File: config.mk
export PLATFORM = sky130hd
export DESIGN_NAME = adder_rr_arbiter
export DESIGN_NICKNAME = d
export VERILOG_FILES = /design/src/rtl/adder_rr_arbiter.sv
export SDC_FILE = /design/constraint.sdc
export NUM_CORES = 1
export LEC_CHECK = 0
export BUFFER_PORTS_ARGS = -buffer_cell sky130_fd_sc_hd__buf_2
export CORE_MARGIN = 2
export CORE_UTILIZATION = 41
export CTS_CLUSTER_DIAMETER = 150
export DETAILED_ROUTE_END_ITERATION = 10
export PLACE_DENSITY = 0.7
export SYNTH_ARGS = -nofsm -noshare
export SYNTH_HDL_FRONTEND = slang
export SYNTH_SLANG_ARGS = --single-unit
File: constraint.sdc
create_clock -name aclk -period 4 [get_ports aclk]
set_input_delay 0.4 -clock aclk [delete_from_list [all_inputs] [get_ports aclk]]
set_output_delay 0.4 -clock aclk [all_outputs]
set_load 0.02 [all_outputs]
File: src/rtl/adder_rr_arbiter.sv
// Round-robin arbiter that shares one fixed-latency AXI-Stream adder between NUM_REQ streams.
// Define ADDER_ARB_PKT_LOCK_EN to hold the adder for one requester until its tlast beat.
module adder_rr_arbiter #(
  parameter int DATA_WIDTH    = 32,
  parameter int NUM_REQ       = 2,
  parameter int ADDER_LATENCY = 1,
  parameter int FIFO_DEPTH    = 4
) (
  input  logic                            aclk,
  input  logic                            aresetn,
  input  logic [NUM_REQ*2*DATA_WIDTH-1:0] s_axis_tdata,
  input  logic [NUM_REQ-1:0]              s_axis_tvalid,
  input  logic [NUM_REQ-1:0]              s_axis_tlast,
  output logic [NUM_REQ-1:0]              s_axis_tready,
  output logic [2*DATA_WIDTH-1:0]         adder_tdata,
  output logic                            adder_tvalid,
  output logic                            adder_tlast,
  input  logic [DATA_WIDTH-1:0]           adder_res_tdata,
  input  logic                            adder_res_tvalid,
  input  logic                            adder_res_tlast,
  output logic [NUM_REQ*DATA_WIDTH-1:0]   m_axis_tdata,
  output logic [NUM_REQ-1:0]              m_axis_tvalid,
  output logic [NUM_REQ-1:0]              m_axis_tlast,
  input  logic [NUM_REQ-1:0]              m_axis_tready,
  output logic                            lat_err
);

  localparam int DW   = DATA_WIDTH;
  localparam int IDW  = $clog2(NUM_REQ);
  localparam int AW   = $clog2(FIFO_DEPTH);
  localparam int TAGN = ADDER_LATENCY + 1;
  localparam int SW   = $clog2(FIFO_DEPTH + TAGN + 1);
  localparam int BW   = $clog2(TAGN + 1);

  typedef enum logic {IDLE = 1'b0, LOCK = 1'b1} arb_state_e;

  arb_state_e       state_q;
  logic [IDW-1:0]   rr_ptr_q, lock_id_q;
  logic [TAGN-1:0]  tag_vld_q;
  logic [IDW-1:0]   tag_id_q [TAGN];
  logic [IDW-1:0]   fifo_id_q [FIFO_DEPTH];
  logic [DW-1:0]    fifo_data_q [FIFO_DEPTH];
  logic [FIFO_DEPTH-1:0] fifo_last_q;
  logic [AW-1:0]    wr_ptr_q, rd_ptr_q;
  logic [SW-1:0]    count_q;
  logic [BW-1:0]    blank_q;
  logic [2*DW-1:0]  adder_tdata_q;
  logic             adder_tvalid_q, adder_tlast_q, lat_err_q;

  logic [2*DW-1:0]  s_data [NUM_REQ];
  logic [SW-1:0]    inflight;
  logic             credit, found, gid_last;
  logic [IDW-1:0]   gid, rr_ptr_d, head_id;
  logic             tail_vld, push, pop, fifo_empty, miss, stray;

  always_comb begin
    for (int i = 0; i < NUM_REQ; i++) s_data[i] = s_axis_tdata[i*2*DW +: 2*DW];
  end

  always_comb begin
    inflight = '0;
    for (int k = 0; k < TAGN; k++) inflight = inflight + SW'(tag_vld_q[k]);
  end

  // A slot is reserved for every beat still inside the adder, so the FIFO never overflows.
  assign credit = (count_q + inflight) < SW'(FIFO_DEPTH);

  always_comb begin
    logic [IDW-1:0] cand;
    found = 1'b0;
    gid   = '0;
    cand  = '0;
    if (aresetn && credit) begin
      if (state_q == LOCK) begin
        if (s_axis_tvalid[lock_id_q]) begin
          found = 1'b1;
          gid   = lock_id_q;
        end
      end else begin
        for (int k = 0; k < NUM_REQ; k++) begin
          cand = IDW'((int'(rr_ptr_q) + k) % NUM_REQ);
          if (!found && s_axis_tvalid[cand]) begin
            found = 1'b1;
            gid   = cand;
          end
        end
      end
    end
    s_axis_tready = '0;
    if (found) s_axis_tready[gid] = 1'b1;
  end

  assign gid_last = s_axis_tlast[gid];
  assign rr_ptr_d = (gid == IDW'(NUM_REQ - 1)) ? '0 : gid + IDW'(1);

  always_ff @(posedge aclk) begin
    if (!aresetn) begin
      state_q   <= IDLE;
      rr_ptr_q  <= '0;
      lock_id_q <= '0;
    end else if (found) begin
      lock_id_q <= gid;
`ifdef ADDER_ARB_PKT_LOCK_EN
      if (gid_last) begin
        state_q  <= IDLE;
        rr_ptr_q <= rr_ptr_d;
      end else begin
        state_q  <= LOCK;
      end
`else
      rr_ptr_q <= rr_ptr_d;
`endif
    end
  end

  // Issue register: one cycle from the s-side handshake to adder_tvalid.
  always_ff @(posedge aclk) begin
    if (!aresetn) begin
      adder_tvalid_q <= 1'b0;
      adder_tdata_q  <= '0;
      adder_tlast_q  <= 1'b0;
    end else begin
      adder_tvalid_q <= found;
      if (found) begin
        adder_tdata_q <= s_data[gid];
        adder_tlast_q <= gid_last;
      end
    end
  end

  assign adder_tvalid = adder_tvalid_q;
  assign adder_tdata  = adder_tdata_q;
  assign adder_tlast  = adder_tlast_q;

  always_ff @(posedge aclk) begin
    if (!aresetn) tag_vld_q <= '0;
    else          tag_vld_q <= {tag_vld_q[TAGN-2:0], found};
  end

  always_ff @(posedge aclk) begin
    tag_id_q[0] <= gid;
    for (int k = 1; k < TAGN; k++) tag_id_q[k] <= tag_id_q[k-1];
  end

  assign tail_vld = tag_vld_q[TAGN-1];
  assign push     = tail_vld & adder_res_tvalid;
  assign miss     = tail_vld & ~adder_res_tvalid;
  // Results of beats issued before a reset may still drain out of the adder; ignore them.
  assign stray    = adder_res_tvalid & ~tail_vld & (blank_q == '0);

  always_ff @(posedge aclk) begin
    if (!aresetn) begin
      lat_err_q <= 1'b0;
      blank_q   <= BW'(TAGN);
    end else begin
      if (miss || stray) lat_err_q <= 1'b1;
      if (blank_q != '0) blank_q <= blank_q - BW'(1);
    end
  end

  assign lat_err = lat_err_q;

  // Result FIFO, tagged with the requester id.
  assign fifo_empty = (count_q == '0);
  assign head_id    = fifo_id_q[rd_ptr_q];
  assign pop        = ~fifo_empty & m_axis_tready[head_id];

  always_ff @(posedge aclk) begin
    if (!aresetn) begin
      wr_ptr_q <= '0;
      rd_ptr_q <= '0;
      count_q  <= '0;
    end else begin
      if (push) wr_ptr_q <= wr_ptr_q + AW'(1);
      if (pop)  rd_ptr_q <= rd_ptr_q + AW'(1);
      if (push && !pop)      count_q <= count_q + SW'(1);
      else if (!push && pop) count_q <= count_q - SW'(1);
    end
  end

  always_ff @(posedge aclk) begin
    if (push) begin
      fifo_id_q[wr_ptr_q]   <= tag_id_q[TAGN-1];
      fifo_data_q[wr_ptr_q] <= adder_res_tdata;
      fifo_last_q[wr_ptr_q] <= adder_res_tlast;
    end
  end

  always_comb begin
    m_axis_tvalid = '0;
    m_axis_tlast  = '0;
    m_axis_tdata  = '0;
    if (!fifo_empty) begin
      m_axis_tvalid[head_id] = 1'b1;
      m_axis_tlast[head_id]  = fifo_last_q[rd_ptr_q];
      for (int i = 0; i < NUM_REQ; i++) m_axis_tdata[i*DW +: DW] = fifo_data_q[rd_ptr_q];
    end
  end

endmodule

# Yosys cells after proc, flatten, opt, wreduce, memory -nomap -nowiden
# Memories as Yosys holds them, arrays and structs flattened. A register that Yosys moved wholly into a read port is not among the register bits.
# Cells that the tools add are included.
# op_classes
n_mux,40
reduce_logical,15
n_lt_le_gt_ge,11
n_addsub,9
n_bitwise,10
# ops
cell,count
$mux 64,4
$mux 1,22
$mux 2,7
$lt 1x2->1 const B,4
$logic_and 1x1->1,7
$lt 2x3->1 const B,2
$mux 3,2
$and 1x1->1,5
$add 2x1->2 const B,2
$bwmux 4,1
$reduce_bool 2->1,2
$add 3x1->3 const B,1
$add 3x2->3,1
$logic_not 1->1,3
$logic_not 3->1,1
$lt 3x3->1 const B,1
$not 1->1,3
$sub 3x1->3 const B,1
$add 1x1->1 const B,2
$add 1x1->2,1
$and 2x2->2,1
$bmux 1 s2,1
$demux 1 s1,2
$demux 1 s2,1
other kinds (7),8
# word_totals
inputBits,170
n_memories,3
regBits,83
mem_bits_rw,134
word_cells,99
# memory_table
memory,words,width,read_ports,rd_ports_with_merged_regs,write_ports,line_no,source
fifo_data_q,4,32,1,1,1,42,logic [DW-1:0] fifo_data_q [FIFO_DEPTH];
fifo_id_q,4,1,1,1,1,41,logic [IDW-1:0] fifo_id_q [FIFO_DEPTH];
tag_id_q,2,1,2,0,2,40,logic [IDW-1:0] tag_id_q [TAGN];

# Logic depth before layout (Yosys ltp)
# logic_depth
depth_word,14
mapped_depth,10
mapped_depth_nobuf,9

# Least setup slack after synthesis
# Ideal clock, no wire load.
# synth_path
kind,reg2reg
from,register (tool-made name)
to,register count_q[2]
arrival_time_ps,2423
n_path_buf,1
stages_incl_launch_ff,11
slack_ps,1506
period_less_slack_ps,2494
cell_sequence,dfxtp_1 -> buf_2 -> mux4_2 -> mux2i_2 -> inv_1 -> ha_1 -> inv_1 -> fa_1 -> xor2_1 -> or3_1 -> a21oi_1
# synth_lines
element,line_no,source
to (signal assigned),176,if (push && !pop) count_q <= count_q + SW'(1);
to (signal assigned),177,else if (!push && pop) count_q <= count_q - SW'(1);
to (decl),45,logic [SW-1:0] count_q;

==> metrics.md <==
| Metric | Value |
|---|---|
| Crit-path slowest cell | `mux4_2` |
| Core footprint | `22000 µm²` |
| Sequential share of power | `34.7%` |
| Worst skew pair latency | `0.50 ns` |
| Util after Layout | `52.4%` |
| Pwr Density | `678 nW/µm²` |
| Crit-path leading delay family | `buffers and inverters` |
| CTS Buf Count | `24` |
| Routing usage on met2 | `34.9%` |
| Number of synthesized flops with an enable pin | `136` |
| PostCTS Resize Cnt | `0` |
| Max-cap violations | `0` |
| Post-CTS setup buffers | `0` |
| Int Pwr | `5.04 mW` |
| Initial antenna violation count | `4` |
| Clk root buf | `clkbuf_16` |
| # IOs | `307` |
| Detailed-route DRC error count | `0` |
| Num rows | `54` |
| Share of layout cells above drive strength 1 | `46.2%` |
| Setup TNS | `0 ns` |
| Crit path kind | `reg2out` |
| Slew Viols, Final | `0` |
| Setup violators final | `0` |
| Global-route wire length before repair | `35.8 mm` |
| Starting Density | `42.0%` |
| Drt total wl | `23.4 mm` |
| Fraction of registers with async set/reset | `0%` |
| Worst hold start | `adder_res_tdata[12]` |
| Critical-path cell list | `buf_4, mux4_2, and2_1, buf_2` |
| Synth Register Bits | `218` |
| Netlist cell types | `36` |
| VDD IR-drop max | `0.360 mV` |
| DIE HEIGHT | `154 µm` |
| Leak pwr | `4.57 nW` |
| Synth Net Count | `823` |
| Final Hold Fails | `0` |
| Mean Syn Cell Area | `14.3 µm²` |
| Nets | `1074` |
| Clk pwr share | `29.0%` |
| Ys Warns | `0` |
| Routability Congestion | `0.788` |
| Switch share | `35.4%` |
| Sequential area share after synthesis | `62.1%` |
| Startpoint Class | `flip-flop` |
| Worst-Margin Slew | `1.00 ns` |
| TritonCTS clock tree | `yes` |
| Worst EP required | `3.60 ns` |
| Vias/cell | `5.38` |
| Via count | `6444` |
| Die area | `23700 µm²` |
| CTS Sinks | `218` |
| Most frequent cells in the layout | `306 x buf_2, 136 x edfxtp_1, 80 x dfxtp_1` |
| Crit-path max cell delay | `0.58 ns` |
| Clk_skew | `0.0179 ns` |
| Ys flop type | `edfxtp_1` |
| Worst-path clk slew | `0.06 ns` |
| IO buf count | `306` |
| GRT overflow | `0` |
| CTS Hold Bufs | `0` |
| Tot GR Track Use | `19.2%` |
| Avg WL per Cell | `19.5 µm` |
| Status | `completed` |
| Cells after synthesis | `645` |
| Antenna viol nets, final | `0` |
| Sw Pwr | `2.76 mW` |
| Layout area overhead | `25.0%` |
| RSZ-0062 raised after global routing | `false` |
| Max FO, Critical Path | `32` |
| Most Used Layer, Global Route | `met2` |
| HP Class | `in2reg` |
| Pin count of the biggest net entering global routing | `68` |
| Worst setup EP type | `primary output` |
| M3 GR Usage | `4.65%` |
| Commonest non-fill, non-tap cell in the layout | `buf_2` |
| First-pass iteration count of the detailed router | `4` |
| Clock buffer depth | `3` |
| Reg-to-Reg Start | `fifo_id_q[3]$_DFFE_PP_` |
| Logic pwr share | `36.3%` |
| CTS H-Tree Depth | `1` |
| Maximum clock frequency | `364 MHz` |
| Detail Placement HPWL | `15.4 mm` |
| Tmin final | `2.75 ns` |
| Met1 GRT Util | `23.2%` |
| Max_slew headroom | `33.3%` |
| Post-Syn Area | `9210 µm²` |
| Number of global-route vias before repair | `6566` |
| Final period utilization | `68.7%` |
| Die width | `154 µm` |
| Buffer and inverter count on the worst path | `2` |
| Crit path arrival time | `2.35 ns` |
| Initial DRC count | `312` |
## per-layer routing
metal  share of wire, %  up-vias
li1                   -     2980
met1                 40     3161
met2                 51      270
met3                7.5       33
met4                1.4        0
met5                  0        -
## metrics by stage
step	instance area (µm²)	instances	hold WS (ns)	total power [mW]	worst slack, ns
after global routing	11500	1196	0.0867	8.18	0.963
after floorplan	9210	645	0.310	5.03	1.51
after global placement	10700	1150	0.313	5.59	1.56
final	11500	1198	0.111	7.80	1.25
after CTS	11500	1194	0.0818	7.89	1.18
after detailed placement	10700	1150	0.312	5.62	1.49
## final timing paths
| check | to | cells past startpoint | slack, ns |
|---|---|---|---|
| setup / recovery | m_axis_tdata[39] | 4 | 1.25 |
| hold / removal | fifo_data_q[2][12]$_DFFE_PP_ | 1 | 0.11 |
| setup reg to reg | count_q[2]$_SDFFE_PN0P_ | 9 | 1.48 |
| hold reg to reg | tag_id_q[0][1]$_DFF_P_ | 0 | 0.33 |
## power by group through the flow
stage | clock, mW | combinational [mW] | sequential [mW]
after global placement | 0 | 2.85 | 2.74
after detailed placement | 0 | 2.87 | 2.74
after CTS | 2.31 | 2.87 | 2.71
final | 2.26 | 2.83 | 2.71
after global routing | 2.39 | 3.05 | 2.73
after floorplan | 0 | 2.15 | 2.88
## logic make-up (layout without fill, tap and decap cells)
| group | Yosys count | in the layout | synth area share (%) |
|---|---|---|---|
| DFF | 218 | 218 | 62.1 |
| and+or+nand+nor | 134 | 134 | 6.84 |
| xor gates and xnor gates | 5 | 5 | 0.475 |
| muxes | 37 | 37 | 8.69 |
| buffers and inverters | 100 | 369 | 5.89 |
| adders and majority gates | 8 | 8 | 1.17 |
| AOI/OAI and AO/OA | 143 | 143 | 14.8 |
| other | 0 | 4 | 0 |
## flip-flops by register name (all words and copies together) (netlist names), 3 cells and up, named ones only
| name | count |
|---|---|
| fifo_last_q | 4 |
| count_q | 3 |
| adder_tdata | 64 |
| fifo_data_q | 128 |
| fifo_id_q | 4 |
## cell usage after synthesis, drive strengths merged (7+ instances only)
master | n | area share, %
nand2 | 71 | 2.9
and3 | 7 | 0.48
inv | 12 | 0.49
o32ai | 65 | 8.5
ha | 7 | 0.95
nor2 | 12 | 0.49
dfxtp | 82 | 18
and2 | 34 | 2.3
clkbuf | 36 | 1.5
edfxtp | 136 | 44
mux4 | 34 | 8.3
a22oi | 65 | 5.3
buf | 52 | 3.9
## cell type report
type	count	area, µm²
Antenna cell	4	10.0
Tap cell	280	350
Clock inverter	9	150
Multi-Input combinational cell	327	2970
Timing Repair Buffer	313	1600
Sequential cell	218	5730
Inverter	12	45.0
Clock buffer	35	663
Fill cell	1905	10400
No activity file was read; power rests on OpenSTA's default activity.
